==> config.mk <==
export PLATFORM = sky130hd
export DESIGN_NAME = uart_rx_ctrl
export DESIGN_NICKNAME = d
export VERILOG_FILES = /design/src/rtl/uart_pkg.sv /design/src/rtl/uart_rx_fifo.sv /design/src/rtl/uart_rx_ctrl.sv
export SDC_FILE = /design/constraint.sdc
export NUM_CORES = 1
export LEC_CHECK = 0
export BUFFER_PORTS_ARGS = -buffer_cell sky130_fd_sc_hd__buf_4
export CORE_UTILIZATION = 45
export CTS_CLUSTER_SIZE = 10
export DETAILED_ROUTE_END_ITERATION = 12
export PLACE_DENSITY = 0.68
export RECOVER_POWER = 50
export SLEW_MARGIN = 20
export SYNTH_ARGS = -nofsm -noshare
export SYNTH_HDL_FRONTEND = slang
export SYNTH_SLANG_ARGS = --single-unit
==> constraint.sdc <==
create_clock -name clk -period 4.6 [get_ports clk]
set_input_delay 0.92 -clock clk [delete_from_list [all_inputs] [get_ports clk]]
set_output_delay 0.92 -clock clk [all_outputs]
set_load 0.02 [all_outputs]
==> src/rtl/uart_pkg.sv <==
// Shared types and constants for the UART receive controller.
package uart_pkg;

   typedef enum logic [1:0] {
      ST_OFF,
      ST_IDLE_WAIT,
      ST_RUN
   } rx_state_t;

   typedef struct packed {
      logic       perr;
      logic [7:0] data;
   } fifo_entry_t;

   localparam logic [7:0] CNT_SAT = 8'hFF;

   // Increment that sticks at CNT_SAT instead of wrapping.
   function automatic logic [7:0] sat_inc(input logic [7:0] v);
      return (v == CNT_SAT) ? v : v + 8'd1;
   endfunction

endpackage

==> src/rtl/uart_rx_fifo.sv <==
// Synchronous show-ahead FIFO holding received bytes with their parity flag.
module uart_rx_fifo
   import uart_pkg::*;
#(
   parameter int unsigned DEPTH = 16
) (
   input  logic                   clk,
   input  logic                   reset,
   input  logic                   flush,
   input  logic                   push,
   input  fifo_entry_t            push_data,
   input  logic                   pop,
   output fifo_entry_t            head,
   output logic                   valid,
   output logic                   full,
   output logic [$clog2(DEPTH):0] count
);

   localparam int unsigned AW = $clog2(DEPTH);

   fifo_entry_t     mem [DEPTH];
   logic [AW-1:0]   wr_ptr;
   logic [AW-1:0]   rd_ptr;
   logic            wr_en;
   logic            rd_en;

   assign valid = (count != '0);
   assign full  = (count == (AW+1)'(DEPTH));
   assign head  = mem[rd_ptr];

   // A push into a full FIFO is only taken when the head leaves the same cycle.
   assign wr_en = push & (~full | pop) & ~flush;
   assign rd_en = pop & valid & ~flush;

   // Storage, pointers and occupancy; flush empties without touching contents.
   always_ff @(posedge clk) begin
      if (reset) begin
         wr_ptr <= '0;
         rd_ptr <= '0;
         count  <= '0;
         for (int unsigned i = 0; i < DEPTH; i++) mem[i] <= '0;
      end else if (flush) begin
         wr_ptr <= '0;
         rd_ptr <= '0;
         count  <= '0;
      end else begin
         if (wr_en) begin
            mem[wr_ptr] <= push_data;
            wr_ptr      <= wr_ptr + 1'b1;
         end
         if (rd_en) rd_ptr <= rd_ptr + 1'b1;
         case ({wr_en, rd_en})
            2'b10:   count <= count + 1'b1;
            2'b01:   count <= count - 1'b1;
            default: count <= count;
         endcase
      end
   end

endmodule

==> src/rtl/uart_rx_ctrl.sv <==
// Sequencing, tick generation and byte buffering around the UART RX datapath.
module uart_rx_ctrl
   import uart_pkg::*;
#(
   parameter int unsigned OVERSAMPLE_RATE = 8,
   parameter int unsigned FIFO_DEPTH      = 16,
   parameter int unsigned IDLE_BITS       = 2,
   parameter int unsigned DIV_W           = 16
) (
   input  logic                        clk,
   input  logic                        reset,
   input  logic                        cfg_enable,
   input  logic [DIV_W-1:0]            cfg_divisor,
   input  logic                        cfg_flush,
   input  logic                        clr_status,
   input  logic                        rx_pin,
   output logic                        dp_rx,
   output logic                        dp_tick,
   output logic                        dp_reset,
   input  logic [7:0]                  dp_data,
   input  logic                        dp_valid,
   input  logic                        dp_parity_err,
   input  logic                        dp_frame_err,
   output logic [7:0]                  m_data,
   output logic                        m_perr,
   output logic                        m_valid,
   input  logic                        m_ready,
   output logic [$clog2(FIFO_DEPTH):0] fifo_count,
   output logic                        overrun,
   output logic [7:0]                  frame_err_cnt,
   output logic [7:0]                  parity_err_cnt
);

   localparam int unsigned IDLE_TICKS = IDLE_BITS * OVERSAMPLE_RATE;
   localparam int unsigned IW         = $clog2(IDLE_TICKS + 1);

   rx_state_t        state;
   logic [IW-1:0]    idle_cnt;
   logic             sync1;
   logic [DIV_W-1:0] div_q;
   logic [DIV_W-1:0] tick_cnt;
   logic             valid_q;
   logic             ferr_q;
   logic             ferr_rise;
   logic             frame_evt;
   logic             byte_evt;
   logic             pop;
   logic             fifo_full;
   fifo_entry_t      push_entry;
   fifo_entry_t      head;

   // Two-flop synchroniser for the asynchronous RX pin, idling high.
   always_ff @(posedge clk) begin
      if (reset) begin
         sync1 <= 1'b1;
         dp_rx <= 1'b1;
      end else begin
         sync1 <= rx_pin;
         dp_rx <= sync1;
      end
   end

   assign dp_tick = (state != ST_OFF) &&
                    ((cfg_divisor <= DIV_W'(1)) || (tick_cnt == cfg_divisor - DIV_W'(1)));

   // Oversample counter; restarts whenever the divisor is reprogrammed.
   always_ff @(posedge clk) begin
      if (reset) begin
         div_q    <= '0;
         tick_cnt <= '0;
      end else begin
         div_q <= cfg_divisor;
         if (state == ST_OFF || cfg_divisor != div_q || dp_tick) tick_cnt <= '0;
         else                                                   tick_cnt <= tick_cnt + 1'b1;
      end
   end

   // Enable sequencing: hold the datapath in reset until the line has idled long enough.
   always_ff @(posedge clk) begin
      if (reset || !cfg_enable) begin
         state    <= ST_OFF;
         dp_reset <= 1'b1;
         idle_cnt <= '0;
      end else begin
         case (state)
            ST_OFF: begin
               state    <= ST_IDLE_WAIT;
               dp_reset <= 1'b1;
               idle_cnt <= '0;
            end
            ST_IDLE_WAIT: begin
               if (!dp_rx) begin
                  idle_cnt <= '0;
               end else if (dp_tick) begin
                  if (idle_cnt == IW'(IDLE_TICKS - 1)) begin
                     state    <= ST_RUN;
                     dp_reset <= 1'b0;
                     idle_cnt <= '0;
                  end else begin
                     idle_cnt <= idle_cnt + 1'b1;
                  end
               end
            end
            ST_RUN: begin
               dp_reset <= 1'b0;
            end
            default: begin
               state    <= ST_OFF;
               dp_reset <= 1'b1;
               idle_cnt <= '0;
            end
         endcase
      end
   end

   // Previous datapath levels for edge detection; the datapath may hold valid high.
   always_ff @(posedge clk) begin
      if (reset) begin
         valid_q <= 1'b0;
         ferr_q  <= 1'b0;
      end else begin
         valid_q <= dp_valid;
         ferr_q  <= dp_frame_err;
      end
   end

   // A frame error edge takes priority over a coincident valid edge.
   assign ferr_rise  = dp_frame_err & ~ferr_q;
   assign frame_evt  = (state == ST_RUN) & ferr_rise;
   assign byte_evt   = (state == ST_RUN) & dp_valid & ~valid_q & ~ferr_rise;
   assign pop        = m_valid & m_ready;
   assign push_entry = '{perr: dp_parity_err, data: dp_data};

   uart_rx_fifo #(
      .DEPTH (FIFO_DEPTH)
   ) u_fifo (
      .clk       (clk),
      .reset     (reset),
      .flush     (cfg_flush),
      .push      (byte_evt),
      .push_data (push_entry),
      .pop       (pop),
      .head      (head),
      .valid     (m_valid),
      .full      (fifo_full),
      .count     (fifo_count)
   );

   assign m_data = head.data;
   assign m_perr = head.perr;

   // Sticky status; an error event on the clearing cycle still registers.
   always_ff @(posedge clk) begin
      if (reset) begin
         overrun        <= 1'b0;
         frame_err_cnt  <= '0;
         parity_err_cnt <= '0;
      end else begin
         if (byte_evt && fifo_full && !pop && !cfg_flush) overrun <= 1'b1;
         else if (clr_status)                             overrun <= 1'b0;

         if (frame_evt)       frame_err_cnt <= clr_status ? 8'd1 : sat_inc(frame_err_cnt);
         else if (clr_status) frame_err_cnt <= '0;

         if (byte_evt && dp_parity_err) parity_err_cnt <= clr_status ? 8'd1 : sat_inc(parity_err_cnt);
         else if (clr_status)           parity_err_cnt <= '0;
      end
   end

endmodule
Word-level counts from Yosys, hierarchy flattened
Memory sizes are Yosys's and may differ from the RTL's. A register that Yosys moved wholly into a read port is not among the register bits.
Index checks and enable logic that the tools add are counted.

operators by class
  mux-type cells = 33
  $add $sub $neg = 9
  order comparisons = 1
  eq/ne operators = 16
  reductions and logical operators = 27
  bitwise gates (word level) = 17

operators by type and width
  operator               count
  $mux 8                 7
  $pmux 5 s2             2
  $add 16x1->16 const B  1
  $add 8x1->8 const B    2
  $eq 16x16->1           1
  $eq 8x8->1 const B     2
  $le 16x1->1 const B    1
  $ne 16x16->1           1
  $sub 16x1->16 const B  1
  $mux 5                 3
  $mux 1                 12
  $mux 4                 3
  $add 5x1->5 const B    2
  $and 1x1->1            10
  $ne 2x2->1 const B     5
  $reduce_bool 2->1      5
  $mux 9                 1
  $reduce_or 9->1        1
  $add 4x1->4 const B    2
  $mux 2                 3
  $not 1->1              6
  $pmux 2 s3             1
  $reduce_and 2->1       3
  $eq 5x4->1 const B     1
  15 further kinds       27

storage, ports and cells
  bits in writable memories = 144
  input port bits = 34
  register bits = 74
  memories = 1
  output and inout bits = 35

memory list
  name        depth  width  rd ports  clocked after memory_dff  wr ports  line                RTL
  u_fifo.mem  16     9      1         1                         16        uart_rx_fifo.sv:21  fifo_entry_t mem [DEPTH];

Depth between registers and ports, before layout
Gate-level depths: netlist (run 1).

  word-level depth = 12
  depth in mapped cells = 14
  gate-level depth less buffers = 14

Hierarchy
From an unflattened synthesis (run 1), not the netlist that was laid out.

second synthesis, totals
  cell total of the unflattened synthesis = 955
  area total of the unflattened synthesis = 10,756.6 um^2

modules (own cells, without submodules)
  module        cells each  area an instance (um^2)  times used  sequential area each (um^2)
  uart_rx_fifo  553         7,410.9                  1           4,664.5
  uart_rx_ctrl  402         3,345.7                  1           1,221.2

Worst setup path after synthesis (run 1)
Ideal clock, no wire load.

  path type = input -> output
  start = input port cfg_divisor[3]
  end = output port dp_tick
  path buffers = 1
  arrival time = 3,402 ps
  stages = 9
  path slack = 278 ps
  cells stage by stage = buf_2 or4_4 nor4_1 xnor2_1 nand4_1 or3_2 nor4_1 nand3_1 a21oi_1

between the ends
  word-level cells in the longest chain between the ends = 4

ends and longest elaborated chain
  what                   line                RTL
  from (decl)            uart_rx_ctrl.sv:13  input logic [DIV_W-1:0] cfg_divisor,
  $sub 16x1->16          uart_rx_ctrl.sv:64  ((cfg_divisor <= DIV_W'(1)) || (tick_cnt == cfg_divisor - DIV_W'(1)));
  $eq 16x16->1           uart_rx_ctrl.sv:64
  $logic_or 1x1->1 (*)   uart_rx_ctrl.sv:64
  $logic_and 1x1->1 (*)  uart_rx_ctrl.sv:63  assign dp_tick = (state != ST_OFF) &&
  to (decl)              uart_rx_ctrl.sv:18  output logic dp_tick,

Every way passes the cells marked *; elsewhere a longest branch is shown, timed or not.

Worst setup path after layout (run 1)
Same ends and word-level chain as after synthesis.

==> results.toml, run 1 <==
[run_status]
outcome = "complete, but fails checks"
violations = "max-capacitance violations, max-slew violations"

[synth]
ys_types = 52
async_reset_ff_share_pct = 0
yosys-top-cells-count = "and2_1, edfxtp_1, nor2_1, dfxtp_1, xor2_1"
avgSynthCellArea_um2 = 12.3
synth_top_cell_by_area = "edfxtp_1"
netlist.area_leader.share_pct = 40.8
yosys-top-cells-area = "edfxtp_1, dfxtp_1, mux4_2"
syn_nets = 914
synth-seq-cells = 222
synth_enable_flop_cells = 144
yosys_warnings = 0
syn-cell-area_um2 = 10600
synthFlopType = "edfxtp_1"
ys_seq_area_share_pct = 55.5
syn_inst = 861

[sta]
period_minus_slack_ns = 4.39
rsz0062_at_grt = "no"
final-hold-violation-count = 0
setup_tns_ns = 0
whs_ns = 0.425
slew_viol_final = 48
fmax_ghz = 0.228
max_slew_margin_pct = -36.5
timing.final.ws_setup_ns = 0.209
worst_pin_slew_ns = 2.05
fin_skew_ns = 0.00710
setup_viol_count_final = 0
post-route-period-util_pct = 95.5

[hold_path]
hold_start = "sync1"
hold_path.class = "flip-flop to flip-flop"
whs_endpoint = "dp_rx"
whs_path_depth = 1

[layout]
nFillCells = 2051
syn_to_final_growth_pct = 13.6
drive_gt1_share_pct = 16.5
diodes = 0
design_area_um2 = 12000
fin_cells = 1254
postLayoutCoreUtil_pct = 52.7
nNetsFinal = 986

[power_and_ir_drop]
worst_ir_drop_vdd_uv = 234
p_sw_share_pct = 21.4
pwr-share-comb_pct = 5.1
pwr-share-clk_pct = 42.5
p_int_mw = 3.32
power_mw = 4.23
power.leakage_nw = 4.14
p_seq_share_pct = 52.4
p_sw_mw = 0.904
p_per_area_nw_per_um2 = 351

[cts]
clockRootBuffer = "clkbuf_16"
clk_path_buf_depth = 3
cts_sinks = 222
post_cts_buffers = 0
cts_max_level = 1
clk_latency_ns = 0.52
cts-buffers-inserted = 26
cts.clk_slew.worst_paths_ns = 0.05
cts_tree = "done"

[floorplanning]
die_area_um2 = 24200
start_util_pct = 46.4
die_h_um = 155
core-area_um2 = 22800
num_rows = 55
io-pin-count = 69
dieWidth_um = 155

[place]
dp_hpwl_um = 15800
portBuffers = 68
preCtsSetupSlack_ns = 0.189
gp_congestion = 0.870
dpl_cell_area_um2 = 11500
place_inst = 1218

[setup_path]
worstRegToRegCells = 14
critPathKind = "primary input to output port"
startpoint_type = "primary input"
crit_arrival_ns = 3.47
r2r-end = "u_fifo.count[4]"
reg2reg_slack_ns = 0.95
crit_required_ns = 3.68
r2r-start = "state[0]"
crit_path_end_kind = "output port"
crit_fanout = 8

[routing]
drtAntennaViolNets = 0
first_pass_iters = 5
wl_per_cell_um = 18.9
vias = 6625
wl_um = 23700
drc_errors = 0
vias_per_cell = 5.28
initialDrtViolationCount = 293

[global_routing]
grt_overflow = 0
grt_pass1_vias = 6852
grt_antenna_before_repair = 0
grt_usage_pct = 20.4
grt_pass1_wl_um = 37800
grt_max_degree = 48

[job]
max_cap_violations = 1
## logic make-up after synthesis
family,synth area share (%)
flip-flops,55.5
AND/OR/NAND/NOR,21.2
XOR/XNOR,5.95
AO/OA/AOI/OAI,2.62
adder cells (fa/ha/maj),2.31
multiplexers,10.3
buffers and inverters,2.03
## placed cells by master, fill, tap and decap left out, drive strengths merged, types with 6 or more instances in the layout
master / synthesis / final
edfxtp: 144 / 144
and2: 144 / 144
nor2: 81 / 81
dfxtp: 78 / 78
clkbuf: 31 / 73
xor2: 49 / 49
buf: 11 / 47
mux4: 45 / 45
nand2: 30 / 30
xnor2: 23 / 23
or2: 22 / 22
nor2b: 19 / 19
nand3: 19 / 19
a21oi: 18 / 18
ha: 18 / 18
nor3: 17 / 17
inv: 12 / 12
nand4: 12 / 12
nor4: 12 / 12
or3: 10 / 10
and3: 9 / 9
nand2b: 8 / 8
mux2i: 7 / 7
o21ai: 7 / 7
or4: 6 / 6
## metal layers
metal | part of all wire, % | global-route usage (%) | vias up
li1 | - | - | 3197
met1 | 43 | 26.8 | 3200
met2 | 49 | 35.1 | 190
met3 | 5.9 | 3.90 | 38
met4 | 2.0 | 4.58 | 0
met5 | 0 | 0 | -
## sequential cells by signal, summed over array words and instances (netlist names), named ones only
| register | cells |
|---|---|
| state | 2 |
| valid_q | 1 |
| overrun | 1 |
| u_fifo.count | 5 |
| div_q | 16 |
| ferr_q | 1 |
| dp_rx | 1 |
| idle_cnt | 5 |
| u_fifo.mem | 144 |
| dp_reset | 1 |
| u_fifo.wr_ptr | 4 |
| sync1 | 1 |
| tick_cnt | 16 |
| frame_err_cnt | 8 |
| parity_err_cnt | 8 |
| u_fifo.rd_ptr | 4 |
## layout make-up
class	instances	area (µm²)	share of cell area, %
Tap cell	313	392	3.25
Inverter	12	45.0	0.374
Clock inverter	2	8.76	0.0728
Timing Repair Buffer	86	499	4.15
Multi-Input combinational cell	585	4500	37.4
Clock buffer	34	702	5.83
Sequential cell	222	5890	48.9
## worst max path at each step
stage / endpoint / startpoint / cells past startpoint / slack [ns]
6_report: dp_tick / cfg_divisor[3] / 10 / 0.21
5_1_grt: dp_tick / cfg_divisor[3] / 10 / 0.0005
4_1_cts: dp_tick / cfg_divisor[3] / 10 / 0.18
3_5_place_dp: dp_tick / cfg_divisor[3] / 10 / 0.19
3_3_place_gp: dp_tick / cfg_divisor[3] / 10 / 0.21
2_1_floorplan: dp_tick / cfg_divisor[3] / 9 / 0.28
## power by group through the flow
| stage | combinational, mW | clock [mW] | sequential (mW) |
|---|---|---|---|
| after floorplan | 0.132 | 0 | 2.25 |
| after global placement | 0.217 | 0 | 2.25 |
| after detailed placement | 0.220 | 0 | 2.26 |
| after CTS | 0.220 | 1.83 | 2.22 |
| after global routing | 0.236 | 1.91 | 2.22 |
| final | 0.218 | 1.80 | 2.22 |
## worst max-delay path, stage by stage
cell and delay [ns]:
buf_4 0.15, or4_4 0.58, nor4_2 0.23, xnor2_1 0.16
nand4_1 0.19, or3_2 0.52, nor4_1 0.30, nand3_1 0.10
a21oi_1 0.17, buf_4 0.16
## timing repair
action,4_1_cts,5_1_grt
hold buffers,0,0
endpoints found under the hold margin,0,0
resized for setup,0,1
endpoints found under the setup margin,0,1
Power figures use the tool's default switching activity.
==> run 2, diff against run 1 <==
--- a/config.mk
+++ b/config.mk
@@ -15,3 +15,4 @@
 export SYNTH_ARGS = -nofsm -noshare
 export SYNTH_HDL_FRONTEND = slang
 export SYNTH_SLANG_ARGS = --single-unit
+export TNS_END_PERCENT = 30
==> constraint.sdc (replaced) <==
create_clock -name clk -period 4.6 [get_ports clk]
set_input_delay 0.92 -clock clk [delete_from_list [all_inputs] [get_ports clk]]
set_output_delay 0.92 -clock clk [all_outputs]
set_load 0.01 [all_outputs]
==> run 2 against run 1 <==
Cell area is 0.17% lower. Cell count decreased by 0.16%. The run still ends with max-capacitance violations, max-slew violations left. Largest power group unchanged. Via count is 0.42% lower. Clock skew up 0.0018 ns. Global-route usage fell by 0.72 points. Setup slack better by 0.041 ns. Count of clock-buffer cells in the layout is the same. Highest routed layer unchanged. Utilization fell by 0.088 points. Non-clock buffer count down 1.
==> results.toml, run 2 (synthesis gave the netlist of run 1 again) <==
[cts]
cts_tree = "done"
cts-buffers-inserted = 26
post_cts_buffers = 0
clk_latency_ns = 0.52
clockRootBuffer = "clkbuf_16"
ctsHoldBuffers = 0
clk_path_buf_depth = 3
cts_sinks = 222
cts.clk_slew.worst_paths_ns = 0.05
ctsResizeCount = 0
cts_max_level = 1

[layout]
drive_gt1_share_pct = 16.2
largest_register_ffs = 144
syn_to_final_growth_pct = 13.4
design_area_um2 = 12000
final_common_cell = "edfxtp_1"
fin_cells = 1252
layout_common_cells = "edfxtp_1, and2_1, nor2_1"
multiInputGateArea_um2 = 4480
nNetsFinal = 985
largestRegisters = "u_fifo.mem (144), div_q (16), tick_cnt (16)"
top_register = "u_fifo.mem"
diodes = 0
postLayoutCoreUtil_pct = 52.6
ff_latch_area_um2 = 5890
nFillCells = 2007

[sta]
final-hold-violation-count = 0
worst_pin_slew_ns = 2.13
slew_viol_final = 48
setup_viol_count_final = 0
timing.final.ws_setup_ns = 0.250
fin_skew_ns = 0.00890
post-route-period-util_pct = 94.6
rsz0062_at_grt = "no"
whs_ns = 0.410
max_slew_margin_pct = -42.1
setup_tns_ns = 0
fmax_ghz = 0.230
period_minus_slack_ns = 4.35

[place]
dp_hpwl_um = 15400
gp_congestion = 0.874
portBuffers = 68
dpl_cell_area_um2 = 11500
place_inst = 1217
preCtsSetupSlack_ns = 0.211

[global_routing]
grt_max_degree = 48
grt_usage_pct = 19.7
grt_pass1_wl_um = 36300
grt_pass1_vias = 6647
grt_antenna_before_repair = 0
grt_overflow = 0

[run_status]
violations = "max-capacitance violations, max-slew violations"
outcome = "complete, but fails checks"

[power_and_ir_drop]
worst_ir_drop_vdd_uv = 234
pwr-share-clk_pct = 42.6
pwr-share-comb_pct = 5.0
p_int_mw = 3.34
power_mw = 4.23
p_per_area_nw_per_um2 = 352
p_sw_mw = 0.890
power.leakage_nw = 4.13
p_sw_share_pct = 21.1
p_seq_share_pct = 52.4

[floorplanning]
io-pin-count = 69
num_rows = 55
core-area_um2 = 22800
die_area_um2 = 24200
die_h_um = 155
start_util_pct = 46.4
dieWidth_um = 155

[routing]
vias = 6597
first_pass_iters = 4
vias_per_cell = 5.27
drtAntennaViolNets = 0
initialDrtViolationCount = 353
wl_um = 23300
drc_errors = 0
wl_per_cell_um = 18.6

[setup_path]
endpoint = "dp_tick"
crit_path_end_kind = "output port"
crit_arrival_ns = 3.43
crit_fanout = 8
r2r-start = "state[0]"
reg2reg_slack_ns = 0.94
critPathKind = "primary input to output port"
cp.depth = 10
worst_path_largest_cell_delay_ns = 0.58
startpoint_type = "primary input"
path_cells = "buf_4 -> or4_4 -> nor4_1 -> xnor2_1 -> nand4_1 -> or3_2 -> nor4_1 -> nand3_1 -> a21oi_1 -> buf_4"
crit_start = "cfg_divisor[3]"
worst-path-buf-inv = 2
cp_top_family = "simple AND/OR/NAND/NOR gates"
cp_slowest_cell = "or4_4"
worstRegToRegCells = 14
crit_required_ns = 3.68
r2r-end = "u_fifo.count[4]"

[job]
max_cap_violations = 1

[hold_path]
hold_path.class = "flip-flop to flip-flop"
run 2: changes by cell type in the layout (fill, tap and decap cells not counted), sizes merged:
cell,previous run,this run
buf,47,46
clkinv,2,0
clkinvlp,0,1
run 2: power groups by stage:
stage	registers (mW)	logic [mW]	clock network [mW]
final	2.21	0.212	1.80
after global routing	2.22	0.230	1.91
after CTS	2.21	0.217	1.85
after detailed placement	2.26	0.216	0
after global placement	2.25	0.213	0
after floorplan	2.25	0.129	0
run 2: metal layers:
layer,up-vias,part of all wire (%),global-route usage (%)
met5,-,0,0
met4,0,2.4,5.46
met3,42,5.4,3.62
met2,150,49,34.3
met1,3212,43,25.1
li1,3193,-,-
run 2: cell type report:
class,instances,share of cell area [%]
Clock buffer,34,5.93
Clock inverter,1,0.0625
Inverter,12,0.375
Multi-Input combinational cell,585,37.3
Sequential cell,222,49.0
Tap cell,313,3.26
Timing Repair Buffer,85,4.09
run 2: how the worst min path moves through the flow:
stage	from	end	slack [ns]	cells past startpoint
2_1_floorplan	sync1	dp_rx	0.39	1
3_3_place_gp	sync1	dp_rx	0.39	1
3_5_place_dp	sync1	dp_rx	0.40	1
4_1_cts	sync1	dp_rx	0.41	1
5_1_grt	sync1	dp_rx	0.42	1
6_report	sync1	dp_rx	0.41	1
run 2: worst reg2reg max path: stages (launching register included):
cell      delay [ns]
dfxtp_1         0.32
inv_1           0.08
ha_1            0.46
nand2_1         0.11
or3_1           0.32
nor3_1          0.20
clkbuf_1        0.30
inv_1           0.15
ha_1            0.30
fa_1            0.43
a21o_1          0.19
a21oi_1         0.16
xor2_1          0.09
or3_1           0.31
a21oi_1         0.15
==> run 3, diff against run 2 <==
==> constraint.sdc (replaced) <==
create_clock -name clk -period 4.6 [get_ports clk]
set_input_delay 0.92 -clock clk [delete_from_list [all_inputs] [get_ports clk]]
set_output_delay 0.92 -clock clk [all_outputs]
set_load 0.1 [all_outputs]
==> run 3 against run 2 <==
The flow still finishes with violations (max-capacitance violations, max-slew violations). Count of clock-buffer cells in the layout rose by 11. Clock power rose by 2%. First-iteration DRC count fell by 15%. Setup slack got worse by 0.15 ns. Routed wire length fell by 1.1%. Clock skew rose by 0.017 ns. Via count rose by 1.2%. Sequential power barely moved. Hold slack improved by 0.0017 ns. Cell area rose by 1.1%. Critical path depth did not move. Register-to-register slack improved by 0.23 ns. Largest cell class unchanged. Highest routed layer unchanged.
==> results.toml, run 3 (synthesis gave the netlist of run 1 again) <==
[job]
max_cap_violations = 1

[global_routing]
grt_pass1_vias = 6667
grt_max_degree = 48
grt_antenna_before_repair = 1
grt_pass1_wl_um = 36900
grt_overflow = 0
grt_usage_pct = 19.9

[layout]
top_register = "u_fifo.mem"
fin_cells = 1271
drive_gt1_share_pct = 17.1
design_area_um2 = 12100
nNetsFinal = 992
final_common_cell = "edfxtp_1"
layout_common_cells = "edfxtp_1, and2_1, nor2_1"
largestRegisters = "u_fifo.mem (144), div_q (16), tick_cnt (16)"
postLayoutCoreUtil_pct = 53.1
syn_to_final_growth_pct = 14.6
largest_register_ffs = 144
diodes = 0

[setup_path]
critPathKind = "primary input to output port"
startpoint_type = "primary input"
crit_arrival_ns = 3.58
path_cells = "buf_4 -> or4_4 -> nor4_1 -> xnor2_1 -> nand4_1 -> or3_2 -> nor4_1 -> nand3_1 -> a21oi_4 -> buf_6"
crit_fanout = 9
worst_path_largest_cell_delay_ns = 0.53
cp_common_cell = "nor4_1"
crit_path_end_kind = "output port"
cp_slowest_cell = "or4_4"
crit_required_ns = 3.68

[sta]
worst_pin_slew_ns = 2.05
fmax_ghz = 0.222
whs_ns = 0.411
setup_viol_count_final = 0
timing.final.ws_setup_ns = 0.0995
final-hold-violation-count = 0
period_minus_slack_ns = 4.50
setup_tns_ns = 0
slew_viol_final = 48
max_slew_margin_pct = -36.7
fin_skew_ns = 0.0263
rsz0062_at_grt = "no"
post-route-period-util_pct = 97.8

[routing]
wl_per_cell_um = 18.1
wl_um = 23100
vias = 6673
drc_errors = 0
vias_per_cell = 5.25
first_pass_iters = 5
initialDrtViolationCount = 299
drtAntennaViolNets = 0

[cts]
ctsHoldBuffers = 0
clockRootBuffer = "clkbuf_16"
cts_tree = "done"
cts-buffers-inserted = 26
clk_latency_ns = 0.54
post_cts_buffers = 0
clk_path_buf_depth = 3
cts_sinks = 222
cts.clk_slew.worst_paths_ns = 0.06
cts_max_level = 1

[run_status]
outcome = "complete, but fails checks"
violations = "max-capacitance violations, max-slew violations"

[floorplanning]
die_h_um = 155
core-area_um2 = 22800
die_area_um2 = 24200
dieWidth_um = 155
num_rows = 55
start_util_pct = 46.4
io-pin-count = 69

[place]
dpl_cell_area_um2 = 11500
portBuffers = 68
gp_congestion = 0.829
dp_hpwl_um = 15400
place_inst = 1224
preCtsSetupSlack_ns = 0.0309

[power_and_ir_drop]
worst_ir_drop_vdd_uv = 267
power_mw = 4.30
p_per_area_nw_per_um2 = 354
power.leakage_nw = 4.19

[hold_path]
hold_path.class = "flip-flop to flip-flop"
==> run 3: timing repair <==
action / CTS / global route
endpoints found under the setup margin: 0 / 1
resized for setup: 0 / 1
endpoints found under the hold margin: 0 / 0
==> run 3: path summary, 6_finish.rpt <==
| path | start | to | slack, ns | cells after the start |
|---|---|---|---|---|
| max | cfg_divisor[2] | dp_tick | 0.1 | 10 |
| min | sync1 | dp_rx | 0.41 | 1 |
| max reg2reg | state[0] | u_fifo.count[4] | 1.17 | 14 |
| min reg2reg | sync1 | dp_rx | 0.41 | 1 |
==> run 3: routing by layer <==
layer	GRT usage [%]	vias to the layer above	part of all wire (%)	routed length [µm]
met1	26.8	3241	43	10000
met5	0	-	0	0
li1	-	3223	-	-
met4	5.32	0	2.1	478
met3	3.23	34	5.9	1350
met2	33.4	175	49	11200
==> run 3: critical path, delay by kind of cell <==
family | cells | cell delay (ns)
compound gates | 1 | 0.19
simple gates | 6 | 1.92
xor+xnor | 1 | 0.16
buf+inv | 2 | 0.39
==> run 3: layout make-up <==
type	count	area, µm²
clock inverter	2	21.3
multi-input combinational	585	4510
clock buffer	45	732
sequential	222	5890
fill	2037	10700
timing repair buffer	92	559
inverter	12	45.0
tap	313	392
==> run 3: report_power, final <==
| group | total, mW | leakage [nW] | switching [mW] | internal [mW] |
|---|---|---|---|---|
| clock network | 1.84 | 0.360 | 0.768 | 1.07 |
| logic | 0.247 | 1.83 | 0.161 | 0.0870 |
| registers | 2.21 | 2.00 | 0.0210 | 2.19 |
